===== src/rtl/axi_lite_master_bridge.sv =====
// Bridges single-outstanding core requests from the cache miss/writeback path
// onto an AXI4-Lite master port, returning a one-cycle core response pulse.
module axi_lite_master_bridge #(
  parameter int ADDR_WIDTH = 32,
  parameter int DATA_WIDTH = 32
) (
  input  logic                    clk,
  input  logic                    rst,
  input  logic                    core_req_valid,
  output logic                    core_req_ready,
  input  logic                    core_req_we,
  input  logic [ADDR_WIDTH-1:0]   core_req_addr,
  input  logic [DATA_WIDTH-1:0]   core_req_wdata,
  input  logic [DATA_WIDTH/8-1:0] core_req_wstrb,
  output logic                    core_resp_valid,
  output logic                    core_resp_is_write,
  output logic [DATA_WIDTH-1:0]   core_resp_rdata,
  output logic [1:0]              core_resp_resp,
  output logic [ADDR_WIDTH-1:0]   m_awaddr,
  output logic [2:0]              m_awprot,
  output logic                    m_awvalid,
  input  logic                    m_awready,
  output logic [DATA_WIDTH-1:0]   m_wdata,
  output logic [DATA_WIDTH/8-1:0] m_wstrb,
  output logic                    m_wvalid,
  input  logic                    m_wready,
  input  logic [1:0]              m_bresp,
  input  logic                    m_bvalid,
  output logic                    m_bready,
  output logic [ADDR_WIDTH-1:0]   m_araddr,
  output logic [2:0]              m_arprot,
  output logic                    m_arvalid,
  input  logic                    m_arready,
  input  logic [DATA_WIDTH-1:0]   m_rdata,
  input  logic [1:0]              m_rresp,
  input  logic                    m_rvalid,
  output logic                    m_rready,
  output logic [2:0]              dbg_state
);

  localparam int STRB_W = DATA_WIDTH / 8;

  typedef enum logic [2:0] {
    S_IDLE   = 3'd0,
    S_W_ADDR = 3'd1,
    S_W_RESP = 3'd2,
    S_R_ADDR = 3'd3,
    S_R_DATA = 3'd4,
    S_RESP   = 3'd5
  } state_t;

  state_t                r_state;
  logic                  r_req_ready;
  logic                  r_awvalid;
  logic                  r_wvalid;
  logic                  r_bready;
  logic                  r_arvalid;
  logic                  r_rready;
  logic                  r_aw_done;
  logic                  r_w_done;
  logic [ADDR_WIDTH-1:0] r_awaddr;
  logic [DATA_WIDTH-1:0] r_wdata;
  logic [STRB_W-1:0]     r_wstrb;
  logic [ADDR_WIDTH-1:0] r_araddr;
  logic                  r_resp_valid;
  logic                  r_resp_is_write;
  logic [DATA_WIDTH-1:0] r_resp_rdata;
  logic [1:0]            r_resp_resp;

  logic                  w_aw_done_nxt;
  logic                  w_w_done_nxt;

  // AW and W complete independently; the write phase ends once both have
  // handshaken, whether in the same cycle or in either order.
  assign w_aw_done_nxt = r_aw_done | (r_awvalid & m_awready);
  assign w_w_done_nxt  = r_w_done  | (r_wvalid  & m_wready);

  always_ff @(posedge clk) begin
    if (rst) begin
      r_state         <= S_IDLE;
      r_req_ready     <= 1'b1;
      r_awvalid       <= 1'b0;
      r_wvalid        <= 1'b0;
      r_bready        <= 1'b0;
      r_arvalid       <= 1'b0;
      r_rready        <= 1'b0;
      r_aw_done       <= 1'b0;
      r_w_done        <= 1'b0;
      r_awaddr        <= '0;
      r_wdata         <= '0;
      r_wstrb         <= '0;
      r_araddr        <= '0;
      r_resp_valid    <= 1'b0;
      r_resp_is_write <= 1'b0;
      r_resp_rdata    <= '0;
      r_resp_resp     <= '0;
    end else begin
      r_resp_valid <= 1'b0;
      case (r_state)
        S_IDLE: begin
          if (core_req_valid) begin
            r_req_ready <= 1'b0;
            if (core_req_we) begin
              r_awaddr  <= core_req_addr;
              r_wdata   <= core_req_wdata;
              r_wstrb   <= core_req_wstrb;
              r_awvalid <= 1'b1;
              r_wvalid  <= 1'b1;
              r_aw_done <= 1'b0;
              r_w_done  <= 1'b0;
              r_state   <= S_W_ADDR;
            end else begin
              r_araddr  <= core_req_addr;
              r_arvalid <= 1'b1;
              r_state   <= S_R_ADDR;
            end
          end
        end
        S_W_ADDR: begin
          if (r_awvalid && m_awready) begin
            r_awvalid <= 1'b0;
            r_aw_done <= 1'b1;
          end
          if (r_wvalid && m_wready) begin
            r_wvalid <= 1'b0;
            r_w_done <= 1'b1;
          end
          if (w_aw_done_nxt && w_w_done_nxt) begin
            r_bready <= 1'b1;
            r_state  <= S_W_RESP;
          end
        end
        S_W_RESP: begin
          if (m_bvalid) begin
            r_bready        <= 1'b0;
            r_aw_done       <= 1'b0;
            r_w_done        <= 1'b0;
            r_resp_resp     <= m_bresp;
            r_resp_is_write <= 1'b1;
            r_resp_rdata    <= '0;
            r_resp_valid    <= 1'b1;
            r_state         <= S_RESP;
          end
        end
        S_R_ADDR: begin
          if (m_arready) begin
            r_arvalid <= 1'b0;
            r_rready  <= 1'b1;
            r_state   <= S_R_DATA;
          end
        end
        S_R_DATA: begin
          if (m_rvalid) begin
            r_rready        <= 1'b0;
            r_resp_rdata    <= m_rdata;
            r_resp_resp     <= m_rresp;
            r_resp_is_write <= 1'b0;
            r_resp_valid    <= 1'b1;
            r_state         <= S_RESP;
          end
        end
        S_RESP: begin
          r_req_ready <= 1'b1;
          r_state     <= S_IDLE;
        end
        default: begin
          r_req_ready <= 1'b1;
          r_awvalid   <= 1'b0;
          r_wvalid    <= 1'b0;
          r_bready    <= 1'b0;
          r_arvalid   <= 1'b0;
          r_rready    <= 1'b0;
          r_aw_done   <= 1'b0;
          r_w_done    <= 1'b0;
          r_state     <= S_IDLE;
        end
      endcase
    end
  end

  assign core_req_ready     = r_req_ready;
  // A reset arriving during the RESP cycle must swallow the pulse already registered.
  assign core_resp_valid    = r_resp_valid & ~rst;
  assign core_resp_is_write = r_resp_is_write;
  assign core_resp_rdata    = r_resp_rdata;
  assign core_resp_resp     = r_resp_resp;

  assign m_awaddr  = r_awaddr;
  assign m_awprot  = 3'b000;
  assign m_awvalid = r_awvalid;
  assign m_wdata   = r_wdata;
  assign m_wstrb   = r_wstrb;
  assign m_wvalid  = r_wvalid;
  assign m_bready  = r_bready;
  assign m_araddr  = r_araddr;
  assign m_arprot  = 3'b000;
  assign m_arvalid = r_arvalid;
  assign m_rready  = r_rready;
  assign dbg_state = r_state;

endmodule


===== config.mk =====
export PLATFORM = sky130hd
export DESIGN_NAME = axi_lite_master_bridge
export DESIGN_NICKNAME = d
export VERILOG_FILES = /design/src/rtl/axi_lite_master_bridge.sv
export SDC_FILE = /design/constraint.sdc
export NUM_CORES = 1
export LEC_CHECK = 0
export CAP_MARGIN = 20
export CORE_MARGIN = 4
export CORE_UTILIZATION = 50
export DETAILED_ROUTE_END_ITERATION = 10
export DONT_BUFFER_PORTS = 1
export HOLD_SLACK_MARGIN = 0.05
export PLACE_DENSITY = 0.75
export SYNTH_ARGS = -nofsm -noshare
export SYNTH_HDL_FRONTEND = slang
export SYNTH_SLANG_ARGS = --single-unit

===== constraint.sdc =====
create_clock -name clk -period 2.82 [get_ports clk]
set_input_delay 0.705 -clock clk [delete_from_list [all_inputs] [get_ports clk]]
set_output_delay 0.705 -clock clk [all_outputs]
set_load 0.03 [all_outputs]

==> flow_summary.toml <==
[critical_path]
cp_num_buf_inv = 1
critPathArrivalTime_ns = 1.45
end_kind = "output pin"
r2r-end = "core_resp_resp[1]"
cp_max_fo = 14
path_cells = "buf_4"
crit_path_start_kind = "register"
cpMaxStageDelayCell = "dfxtp_1"
r2r-start = "dbg_state[2]"
max_stage_delay_ns = 0.67
criticalPathCategory = "register to output pin"
cp.required_ns = 2.12
crit_family = "flip-flops"
r2r_slack_ns = 0.69
crit_cells = 1
r2r_cells = 5

[timing]
maxSlewViolCount = 0
rsz0062_at_grt = "no"
fin_crit_ns = 2.160
fin_tns_setup_ns = 0
skew_ns = 0.006651
tightest_slew_ns = 0.7558
min_period_over_period_pct = 76.58
final-hold-violation-count = 0
fmax_mhz = 463.0
setup_ws_ns = 0.6604
slew_headroom_pct = 49.55
finalSetupViolCount = 0

[floorplanning]
io_pins = 264
start_util_pct = 51.38
die_width_um = 113.8
num_rows = 38
fp.coreArea_um2 = 10890
dieArea_um2 = 12940
die-height_um = 113.8

[clock_network]
clockBufferDepth = 2
root_buffer = "clkbuf_8"
htree_levels = 4
cts_tree = "built"
cts_resized = 0
clk_pin_slew_worst_paths_ns = 0.07
post-cts-setup-buffer-count = 0
hold_buffers = 0
clk_latency_ns = 0.50
clkSinkCount = 147
cts_buffers = 17

[yosys]
synth_cells = 688
synth_edf_count = 0
netlist_area_um2 = 5594
yosysWarningCount = 0
synth_cell_types = 38
async_flop_share_pct = 0
synth-seq-cells = 147
synth-seq-area-share_pct = 52.61
synthFlopType = "dfxtp_1"
syn_avg_cell_area_um2 = 8.131

[routing]
wire_per_inst_um = 16.97
drc = 0
vias_per_cell = 5.536
drt_iter0_drc = 371
num_vias = 4512
drtPass1Iterations = 5
ant_nets = 0
wl_um = 13830

[grt]
grt.total_usage_pct = 20.30
grt_max_degree = 152
grt_overflow = 0
grt_pass1_vias = 4303
antenna_found_initial = 0
grt_pass1_wl_um = 21350

[final_layout]
area_growth_pct = 9.685
final_nets = 777
drive_gt1_share_pct = 7.704
seqCellArea_um2 = 2943
num-fill-cells = 959
antenna_cells = 0
multi_input_area_um2 = 2328

[pwr]
power_density_nw_per_um2 = 945.8
p_leak_nw = 2.072
ir_drop_mv = 0.4520

[min_path]
whs_endpoint = "core_resp_rdata[18]"
hp-class = "input pin to register"
holdCritStartpoint = "rst"
holdPathStages = 1

[run]
drv_cap = 0

[placed_design]
gp_congestion = 0.7677
dpl.hpwl_um = 9639
place_ws_ns = 0.6988
portBuffers = 0

[status]
status = "completed"
==> layer usage <==
metal	vias to the layer above	share of wire (%)	global-route usage (%)
li1	2215	-	-
met1	2071	36	21.88
met2	202	51	34.51
met3	24	11	10.03
met4	0	1.9	7.363
met5	-	0	0
==> logic make-up after synthesis <==
| kind of cell | synth area share, % |
|---|---|
| buffers and inverters | 6.352 |
| other | 0.06703 |
| multiplexers | 0.5368 |
| AND/OR/NAND/NOR | 23.71 |
| flip-flops | 52.61 |
| adder cells (fa/ha/maj) | 0.4473 |
| AO/OA/AOI/OAI | 16.28 |
==> cell usage after synthesis (2+ instances only) <==
cell	instances	area share (%)
nor2_1	13	0.87
nand2b_1	33	3.7
nor3_1	2	0.18
nor3_4	2	0.58
and3_1	2	0.22
nor2b_1	2	0.22
buf_4	10	1.3
mux2i_1	3	0.54
dfxtp_1	147	53
a31oi_1	6	0.67
buf_2	20	1.8
ha_1	2	0.45
a21oi_1	141	13
o21ai_0	3	0.27
nand3_1	38	3.4
nand2_1	203	14
nand3b_1	2	0.27
inv_1	8	0.54
clkbuf_1	24	1.6
a211oi_1	5	0.67
buf_6	5	1.0
==> where the power goes <==
group          internal [W]  switching [W]  total [W]
clock network       0.00120       0.000911    0.00211
logic              0.000318       0.000573   0.000892
registers           0.00227       0.000528    0.00280
total               0.00379        0.00201    0.00580
==> worst max-delay path by stage <==
stage,start,endpoint
after floorplan,rst,core_resp_valid
after global routing,dbg_state[2],core_resp_rdata[10]
after global placement,dbg_state[2],core_resp_resp[1]
after detailed placement,dbg_state[2],core_resp_resp[1]
final,dbg_state[1],dbg_state[1]
after CTS,dbg_state[1],dbg_state[1]
==> area by class of cell <==
| class | instances | share of cell area [%] |
|---|---|---|
| flip-flops and latches | 147 | 47.96 |
| repair buffers | 9 | 1.509 |
| well taps | 140 | 2.855 |
| clock buffers | 18 | 6.811 |
| multi-input cells | 478 | 37.95 |
| clock inverters | 14 | 2.365 |
| inverters | 9 | 0.5506 |
==> state kept, by name, indices dropped and copies added, names as in the netlist <==
register            cells
core_req_ready          1
core_resp_is_write      1
core_resp_rdata        32
core_resp_resp          2
dbg_state               3
m_araddr               32
m_arvalid               1
m_awaddr               32
m_awvalid               1
m_bready                1
m_rready                1
m_wdata                32
m_wstrb                 4
m_wvalid                1
r_aw_done               1
r_resp_valid            1
r_w_done                1
==> placed cells by master, fill, tap and decap left out, types with 2 or more instances in the layout <==
cell and instances:
inv_8 2, nand2_1 203, nor2b_1 2, buf_4 7, clkinvlp_4 3, inv_1 8
nand3b_1 2, a211oi_1 5, conb_1 6, clkinv_4 3, nor3_1 2, nor3_4 2
nor2_1 13, dfxtp_1 147, nand2b_1 33, a21oi_1 141, mux2i_1 3, o21ai_0 3
nand3_1 37, a31oi_1 6, buf_12 2, inv_6 5, ha_1 2, clkbuf_16 16
==> stage by stage <==
stage / util [%] / hold WS, ns / std cells / cell area, um^2 / total power (W)
CTS: 56.35 / 0.2341 / 815 / 6136 / 0.005872
detailed placement: 51.18 / 0.5424 / 783 / 5573 / 0.003745
floorplan: - / 0.5035 / 693 / 5613 / 0.003588
global placement: 51.18 / 0.5189 / 783 / 5573 / 0.003701
finish: 56.35 / 0.2661 / 815 / 6136 / 0.005804
global route: 56.35 / 0.2204 / 815 / 6136 / 0.006088
(Power assumes the default switching activity.)
